==> src/rtl/skinny_sbox8_isw1_byte_seq.sv <==
// Byte-serial sequencer for an external first-order ISW SKINNY sbox8: one fresh mask per byte,
// sbox inputs held for LAT cycles, each result rotated into the MSB of its share register.
module skinny_sbox8_isw1_byte_seq #(
  parameter int unsigned LAT    = 8,
  parameter int unsigned NBYTES = 16
) (
  input  logic                clk,
  input  logic                rst,
  input  logic                in_valid,
  output logic                in_ready,
  input  logic [8*NBYTES-1:0] in_s0,
  input  logic [8*NBYTES-1:0] in_s1,
  input  logic                rnd_valid,
  output logic                rnd_ready,
  input  logic [15:0]         rnd,
  output logic [7:0]          sb_si0,
  output logic [7:0]          sb_si1,
  output logic [15:0]         sb_r,
  input  logic [7:0]          sb_bo0,
  input  logic [7:0]          sb_bo1,
  output logic                out_valid,
  input  logic                out_ready,
  output logic [8*NBYTES-1:0] out_s0,
  output logic [8*NBYTES-1:0] out_s1
);

  localparam int unsigned W    = 8 * NBYTES;
  localparam int unsigned CntW = $clog2(LAT) + 1;
  localparam int unsigned IdxW = (NBYTES > 1) ? $clog2(NBYTES) : 1;

  typedef enum logic [1:0] {StIdle, StFetch, StEval, StDone} state_e;

  state_e          state_q;
  logic [W-1:0]    st0_q, st1_q;
  logic [IdxW-1:0] idx_q;
  logic [CntW-1:0] cnt_q;
  logic [7:0]      si0_q, si1_q;
  logic [15:0]     r_q;
  logic            in_ready_q, out_valid_q;

  always_ff @(posedge clk) begin
    if (rst) begin
      state_q     <= StIdle;
      st0_q       <= '0;
      st1_q       <= '0;
      idx_q       <= '0;
      cnt_q       <= '0;
      si0_q       <= '0;
      si1_q       <= '0;
      r_q         <= '0;
      in_ready_q  <= 1'b1;
      out_valid_q <= 1'b0;
    end else begin
      unique case (state_q)
        StIdle: begin
          if (in_valid) begin
            st0_q      <= in_s0;
            st1_q      <= in_s1;
            idx_q      <= '0;
            in_ready_q <= 1'b0;
            state_q    <= StFetch;
          end
        end
        StFetch: begin
          // Inputs stay zero while stalled so the sbox never sees a byte without its mask.
          if (rnd_valid) begin
            r_q     <= rnd;
            si0_q   <= st0_q[7:0];
            si1_q   <= st1_q[7:0];
            cnt_q   <= '0;
            state_q <= StEval;
          end
        end
        StEval: begin
          cnt_q <= cnt_q + 1'b1;
          if (cnt_q == CntW'(LAT - 1)) begin
            st0_q <= {sb_bo0, st0_q[W-1:8]};
            st1_q <= {sb_bo1, st1_q[W-1:8]};
            si0_q <= '0;
            si1_q <= '0;
            r_q   <= '0;
            idx_q <= idx_q + 1'b1;
            if (idx_q == IdxW'(NBYTES - 1)) begin
              out_valid_q <= 1'b1;
              state_q     <= StDone;
            end else begin
              state_q <= StFetch;
            end
          end
        end
        StDone: begin
          if (out_ready) begin
            st0_q       <= '0;
            st1_q       <= '0;
            out_valid_q <= 1'b0;
            in_ready_q  <= 1'b1;
            state_q     <= StIdle;
          end
        end
        default: state_q <= StIdle;
      endcase
    end
  end

  assign in_ready  = in_ready_q;
  assign rnd_ready = (state_q == StFetch);
  assign sb_si0    = si0_q;
  assign sb_si1    = si1_q;
  assign sb_r      = r_q;
  assign out_valid = out_valid_q;
  // Gate the share registers so a partially substituted state is never visible.
  assign out_s0    = out_valid_q ? st0_q : '0;
  assign out_s1    = out_valid_q ? st1_q : '0;

endmodule

==> config.mk <==
export PLATFORM = sky130hd
export DESIGN_NAME = skinny_sbox8_isw1_byte_seq
export DESIGN_NICKNAME = d
export VERILOG_FILES = /design/src/rtl/skinny_sbox8_isw1_byte_seq.sv
export SDC_FILE = /design/constraint.sdc
export NUM_CORES = 1
export LEC_CHECK = 0
export BUFFER_PORTS_ARGS = -buffer_cell sky130_fd_sc_hd__buf_2
export CAP_MARGIN = 15
export CORE_AREA = 8 8 220 222
export CTS_BUF_LIST = sky130_fd_sc_hd__clkbuf_16
export DETAILED_ROUTE_END_ITERATION = 6
export DIE_AREA = 0 0 228 230
export PLACE_DENSITY = 0.65
export SLEW_MARGIN = 20
export SYNTH_ARGS = -nofsm -noshare
export SYNTH_HDL_FRONTEND = slang
export SYNTH_SLANG_ARGS = --single-unit
==> constraint.sdc <==
create_clock -name clk -period 2.36 [get_ports clk]
set_input_delay 0 -clock clk [delete_from_list [all_inputs] [get_ports clk]]
set_output_delay 0 -clock clk [all_outputs]
set_load 0.005 [all_outputs]
==> results.cfg, run 1 <==
[status]
status = completed

[pwr]
p_clk_frac = 0.373
intPower_mw = 9.934
p_seq_frac = 0.428
combPwrFrac = 0.198
power.leakage_nw = 11.72
powerDensity_mw_per_mm2 = 530.4
p_switching_mw = 3.845
power.share.switching = 0.2791
ir_drop_v = 0.0003705

[critical_path]
reg2reg_depth = 6
r2r-end = st1_q[127]
critPathSlowestCell = dlygate4sd3_1
crit_path_max_incr_delay_ps = 580
reg2reg_setup_slack_ps = 110
cp_num_buf_inv = 3
worstSetupStartpointType = flop
r2r-start = state_q[1]
critPathTopFamily = buffers and inverters
critPathArrivalTime_ps = 2660
path_max_fanout = 88
critPathRequiredTime_ps = 2780
cp-end-kind = flop
crit_chain = buf_12 > buf_4 > nand2b_1 > a21oi_1 > dlygate4sd3_1 > mux2_1
path_class = flop to flop

[drt]
drt_iter0_drc = 1430
route.detailed.drc = 0
drtPass1Iterations = 7
vias = 18940
final_antenna_net_count = 0
totalWireLength_um = 70410
post_drt_via_cell_ratio = 5.318
routedWlPerCell_um = 19.77

[hold_path]
worstHoldStart = in_s0[3]
hold_end = st0_q[3]
hold_path_class = input pin to flop
holdPathStages = 4

[global_routing]
grt_pass1_vias = 19240
grtUsageTotal = 0.2494
antenna_found_initial = 0
grt_max_degree = 139
overflow = 0
grt_pass1_wl_um = 108100

[yosys]
seq_area_frac_synth = 0.3185
synthFlopType = dfxtp_1
synth_cell_types = 35
ys_ff_latch = 300
synth_commonest_cells = dfxtp_1, a21oi_1, nor2b_1
synthCells = 2212
syn_area_per_cell_um2 = 8.524
yosysMostFrequentCell = dfxtp_1
async_flop_share = 0
yosysTopAreaCellShare = 0.3185
ys_warn_count = 0
syn_area_mm2 = 0.01886
synth.area.top_cells = dfxtp_1, mux2_1, nand3b_1
synth_largest_area_cell = dfxtp_1
syn_nets = 2507
synth-edff-count = 0

[final_layout]
drive_above_1_share = 0.2371
final_cells = 3561
syn_to_final_growth_pct = 37.77
diodes = 0
fillers = 3970
num-nets-final = 3232
fin_util = 0.5787

[die]
core_area_mm2 = 0.04489
initial_utilization = 0.4200
die_h_um = 230
die_area_mm2 = 0.05244
die_w_um = 228
fp-row-count = 78
ios = 584

[clock_tree]
max-clock-path-buffers = 3
clk_pin_slew_worst_paths_ps = 60
post_cts_buffers = 0
cts-root-buf = clkbuf_16
cts_tree = done
insertion_delay_ps = 530
cts_num_sinks = 300
numCtsBuffers = 36
clock_tree.htree_level_count = 2

[placed_design]
dp.cells = 3222
hpwl_um = 47770
port_buffers = 583
gp_congestion = 0.8758

[run]
maxCapViolCount = 0

[timing]
finalSetupViolations = 0
setup_tns_ps = 0
hold_viol_final = 0
finalMaxSlewViolations = 0
fmax_ghz = 0.4450
period_share = 0.9521
finClkSkew_ps = 11.14
rsz0062_at_grt = false
fin_crit_ps = 2247
max_slew_margin = 0.6134
worstMarginPinSlew_ps = 579.9
[layout by cell type (no fill, tap or decap), types with 2 or more instances in the layout]
master	netlist	routed
nand2_1	35	35
mux2_1	240	240
nor2b_1	259	259
a21oi_1	296	296
a31oi_1	2	2
o211ai_1	35	35
buf_2	20	582
clkbuf_16	0	38
a21o_1	2	2
o21a_1	2	2
or4_1	2	2
mux2_2	16	16
buf_12	0	19
nand3_1	8	8
ha_1	2	2
dlygate4sd3_1	0	276
buf_4	3	29
clkinv_1	0	7
dfxtp_1	300	297
nand3b_1	258	258
clkinv_2	0	8
and2_1	257	257
inv_1	3	11
or3_1	3	3
nand2b_1	258	258
dfxtp_4	0	3
[area by class of cell]
type	instances	area, µm²	share of cell area
multi-input combinational	1687	11800	0.4541
timing repair buffer	909	6341	0.2441
sequential	300	6017	0.2316
clock buffer	37	925.9	0.03564
tap	600	750.7	0.02890
clock inverter	25	135.1	0.005202
inverter	3	11.26	0.0004335
[flip-flops by register name, indices dropped and copies added (netlist names)]
name,flops
sb_si0,8
st0_q,128
sb_si1,8
st1_q,128
in_ready,1
state_q,2
idx_q,4
cnt_q,4
out_valid,1
sb_r,16
[worst min-delay path, cell delays in order]
cell and delay (ps):
buf_2 100, nand2b_1 50, a21oi_1 200, mux2_1 160
[logic make-up after synthesis]
logic type                 Yosys count  share of synthesized area
and+or+nand+nor                   1084                     0.3725
adders and majority gates            2                   0.001327
AOI/OAI and AO/OA                  344                    0.09801
buffers and inverters              225                    0.05627
muxes                              257                     0.1534
DFF                                300                     0.3185
[layer usage]
layer | global-route usage | wire length [µm]
met1 | 0.2967 | 28660
met4 | 0.1195 | 3304
met5 | 0 | 0
met2 | 0.4265 | 34000
met3 | 0.05110 | 4452
[worst max-delay path by stage]
stage                          start         end  slack, ps  cells past startpoint
after detailed placement    cnt_q[0]  st0_q[107]        240                      6
after global placement      cnt_q[0]   st1_q[19]        260                      6
after global routing      state_q[1]  st1_q[127]          3                      6
after CTS                 state_q[1]  st1_q[125]         20                      6
after floorplan             cnt_q[0]    st0_q[0]        570                      6
final                     state_q[1]  st1_q[127]        110                      6
[power groups by stage]
stage | registers [mW] | clock network [mW] | logic [mW]
after floorplan | 5.80 | 0 | 1.68
after global placement | 5.98 | 0 | 2.28
after detailed placement | 5.99 | 0 | 2.34
after CTS | 5.88 | 5.27 | 2.71
after global routing | 5.94 | 5.48 | 2.96
final | 5.90 | 5.15 | 2.73
[what timing repair did]
action / 4_1_cts / 5_1_grt
gates resized for setup: 0 / 1
endpoints found under the hold margin: 264 / 0
hold buffers: 276 / 0
setup endpoints to repair: 0 / 2
[per-stage QoR]
| step | total power [mW] | hold WS, ps | instance area (µm²) | setup slack (ps) |
|---|---|---|---|---|
| after detailed placement | 8.325 | 250.6 | 22120 | 235.2 |
| after CTS | 13.86 | 0.3295 | 25940 | 16.64 |
| after global routing | 14.38 | 23.02 | 25980 | 2.562 |
| final | 13.78 | 11.41 | 25980 | 113.0 |
| after global placement | 8.260 | 243.0 | 22120 | 263.4 |
| after floorplan | 7.482 | 136.0 | 18860 | 574.4 |
Power figures use the tool's default switching activity.
==> run 2, diff against run 1 <==
Clock period 2.36 ns to 2.6 ns, I/O delays scaled along.
==> results.cfg, run 2 (synthesis results as in run 1) <==
[status]
status = complete, but fails checks
violations = negative hold slack

[clock_tree]
numCtsBuffers = 36
clk_pin_slew_worst_paths_ps = 60
cts-root-buf = clkbuf_16
clock_tree.htree_level_count = 2
cts_tree = done
max-clock-path-buffers = 3
cts_num_sinks = 300
insertion_delay_ps = 540

[drt]
final_antenna_net_count = 0
routedWlPerCell_um = 19.76
drt_iter0_drc = 1560
post_drt_via_cell_ratio = 5.270
totalWireLength_um = 70270
vias = 18740
route.detailed.drc = 0
drtPass1Iterations = 5

[hold_path]
hold_path_class = input pin to flop

[global_routing]
grt_pass1_vias = 19090
overflow = 0
antenna_found_initial = 0
grt_max_degree = 180
grtUsageTotal = 0.2494
grt_pass1_wl_um = 107400

[critical_path]
cp-end-kind = flop
path_max_fanout = 143
critPathRequiredTime_ps = 3020
worstSetupStartpointType = flop
path_class = flop to flop
critPathArrivalTime_ps = 2930

[pwr]
power_mw = 12.47
ir_drop_v = 0.0005602
p_clk_frac = 0.375
p_seq_frac = 0.429
p_switching_mw = 3.487
combPwrFrac = 0.197
powerDensity_mw_per_mm2 = 482.3
power.share.switching = 0.2796
power.leakage_nw = 11.68
intPower_mw = 8.986

[final_layout]
diodes = 0
final_cell_mix = buf_2, dfxtp_1, a21oi_1
fin_util = 0.5761
num-nets-final = 3227
fillers = 3989
final_cells = 3556
final_common_cell = buf_2
fin_area_mm2 = 0.02586
syn_to_final_growth_pct = 37.16
drive_above_1_share = 0.2341

[placed_design]
gp_congestion = 0.8630
place_area_mm2 = 0.02199
hpwl_um = 47300
port_buffers = 583
dp.cells = 3215

[timing]
finalMaxSlewViolations = 0
finalSetupViolations = 0
fmax_ghz = 0.3969
fin_crit_ps = 2520
finClkSkew_ps = 15.74
period_share = 0.9691
rsz0062_at_grt = false
hold_slack_ps = -13.17
hold_viol_final = 1
setup_tns_ps = 0
max_slew_margin = 0.5107
worstMarginPinSlew_ps = 734.0

[die]
initial_utilization = 0.4200
core_area_mm2 = 0.04489
fp-row-count = 78
die_h_um = 230
ios = 584
die_w_um = 228
die_area_mm2 = 0.05244

[run]
maxCapViolCount = 0
-- run 2: power groups by stage --
stage	combinational, mW	clock (mW)	sequential (mW)
after global routing	2.66	4.93	5.39
after detailed placement	2.09	0	5.43
final	2.45	4.67	5.35
after global placement	2.04	0	5.42
after CTS	2.43	4.75	5.34
after floorplan	1.53	0	5.27
-- run 2: repair_timing --
item                                    CTS  global route
hold endpoints to repair                264             0
resized for setup                         0             1
hold buffers                            278             0
endpoints found under the setup margin    0            11
setup buffers                             0             0
-- run 2: critical path, cell delays in order, from the launching register on --
cell and delay [ps]:
dfxtp_4 380, buf_12 360, buf_16 330, nand3b_1 160, a21oi_1 100, dlygate4sd3_1 590, mux2_1 290
-- run 2: metrics by stage --
stage	hold slack (ps)	worst slack, ps
2_1_floorplan	136.0	814.4
3_3_place_gp	242.0	437.5
3_5_place_dp	246.6	402.7
4_1_cts	3.851	80.21
5_1_grt	2.779	23.94
6_report	-13.17	80.45
-- run 2: layout make-up --
cell class                      instances  area, µm²  area share
Inverter                                3      11.26   0.0004354
Timing Repair Buffer                  904       6233      0.2410
Multi-Input combinational cell       1687      11800      0.4561
Clock buffer                           37      925.9     0.03580
Tap cell                              600      750.7     0.02903
Sequential cell                       300       6017      0.2327
Clock inverter                         25      127.6    0.004935
-- run 2: path summary, 6_finish.rpt --
check | start | to | slack, ps | depth (start not counted)
max | state_q[0] | st0_q[121] | 80 | 6
min reg2reg | sb_si1[3] | sb_si1[3] | 490 | 2
min | rst | st0_q[1] | -10 | 3
max reg2reg | state_q[0] | st0_q[121] | 80 | 6
-- run 2: per-layer routing --
metal / part of all wire / track usage / wire length (µm) / vias up
met4: 0.043 / 0.1133 / 2989 / 0
met1: 0.41 / 0.3007 / 28680 / 8930
met2: 0.48 / 0.4270 / 34060 / 793
li1: - / - / - / 8841
met5: 0 / 0 / 0 / -
met3: 0.065 / 0.04777 / 4533 / 175
==> run 3, diff against run 2 <==
Settings changed: CORE_AREA 8 8 220 222 to 5 5 226 228, DIE_AREA 0 0 228 230 to 0 0 231 233, PLACE_DENSITY 0.65 to 0.6.
==> results.cfg, run 3 (synthesis results as in run 1) <==
[critical_path]
r2r-end = st1_q[123]
critPathSlowestCell = dlygate4sd3_1
reg2reg_depth = 6
path_class = flop to flop
r2r-start = state_q[1]
cp-end-kind = flop
crit_chain = buf_12 > buf_4 > nand2b_1 > a21oi_1 > dlygate4sd3_1 > mux2_1
crit_path_max_incr_delay_ps = 570
critPathArrivalTime_ps = 2900
reg2reg_setup_slack_ps = 110
critPathRequiredTime_ps = 3010
path_max_fanout = 95
worstSetupStartpointType = flop

[final_layout]
drive_above_1_share = 0.2329
num-nets-final = 3232
final_cell_mix = buf_2, dfxtp_1, a21oi_1
syn_to_final_growth_pct = 38.15
final_common_cell = buf_2
final_cells = 3587
fin_area_mm2 = 0.02605
fin_util = 0.5355

[pwr]
power.leakage_nw = 11.73
ir_drop_v = 0.0003590
power_mw = 12.61
powerDensity_mw_per_mm2 = 484.2

[die]
die_w_um = 231
core_area_mm2 = 0.04865
die_h_um = 233
initial_utilization = 0.3876
fp-row-count = 81
ios = 584
die_area_mm2 = 0.05382

[placed_design]
port_buffers = 583
place_area_mm2 = 0.02206
dp.cells = 3233
gp_congestion = 0.8686
dp_slack_ps = 401.8
hpwl_um = 45640

[drt]
routedWlPerCell_um = 18.78
totalWireLength_um = 67370
final_antenna_net_count = 0
route.detailed.drc = 0
vias = 18480
post_drt_via_cell_ratio = 5.151
drt_iter0_drc = 1233
drtPass1Iterations = 7

[hold_path]
hold_path_class = input pin to flop
holdPathStages = 4
hold_end = st0_q[124]
worstHoldStart = sb_bo0[4]

[timing]
rsz0062_at_grt = false
fmax_ghz = 0.4010
finalSetupViolations = 0
max_slew_margin = 0.2847
hold_viol_final = 0
fin_ws_ps = 106.2
period_share = 0.9592
worstMarginPinSlew_ps = 1073
hold_slack_ps = 41.60
finClkSkew_ps = 14.51
finalMaxSlewViolations = 0
fin_crit_ps = 2494
setup_tns_ps = 0

[global_routing]
grt_pass1_vias = 18710
grtUsageTotal = 0.2368
overflow = 0
grt_pass1_wl_um = 104600
grt_max_degree = 254
antenna_found_initial = 4

[clock_tree]
cts_resized = 0
post_cts_buffers = 0
clk_pin_slew_worst_paths_ps = 60
numCtsBuffers = 37
cts-root-buf = clkbuf_16
cts_tree = done
max-clock-path-buffers = 3
clock_tree.htree_level_count = 2
insertion_delay_ps = 540
postCtsHoldBufs = 287
cts_num_sinks = 300

[run]
maxCapViolCount = 0

[status]
status = completed
[run 3: power by group]
| group | switching, mW | internal (mW) | total [mW] |
|---|---|---|---|
| registers | 0.333 | 5.00 | 5.33 |
| clock network | 2.05 | 2.79 | 4.84 |
| logic | 1.10 | 1.34 | 2.44 |
| total | 3.48 | 9.13 | 12.6 |
[run 3: critical path: cells and delay by family (launching register included)]
family / cells / cell delay [ps]
flip-flops: 1 / 420
AO/OA/AOI/OAI: 1 / 60
AND/OR/NAND/NOR: 1 / 160
buffers and inverters: 3 / 1340
multiplexers: 1 / 290
[run 3: worst max path at each step]
| stage | from | endpoint | cells after the start |
|---|---|---|---|
| 3_5_place_dp | cnt_q[0] | st1_q[80] | 6 |
| 2_1_floorplan | cnt_q[0] | st0_q[0] | 6 |
| 3_3_place_gp | cnt_q[0] | st1_q[84] | 6 |
| 5_1_grt | state_q[1] | st1_q[123] | 6 |
| 6_report | state_q[1] | st1_q[123] | 6 |
| 4_1_cts | state_q[1] | st1_q[123] | 6 |
[run 3: routing by layer]
layer  GRT usage  wire length, µm  vias to the layer above
met4     0.09770             2689                        4
li1            -                -                     8880
met2      0.3966            31750                      693
met5           0               21                        -
met3     0.04442             4269                      142
met1      0.3008            28640                     8756
[run 3: cell type report]
type	instances	area [µm²]
clock inverter	26	138.9
inverter	3	11.26
tap	622	778.2
timing repair buffer	908	6324
multi-input combinational	1687	11800
antenna	2	5.005
fill	4454	22600
sequential	300	6017
clock buffer	39	975.9
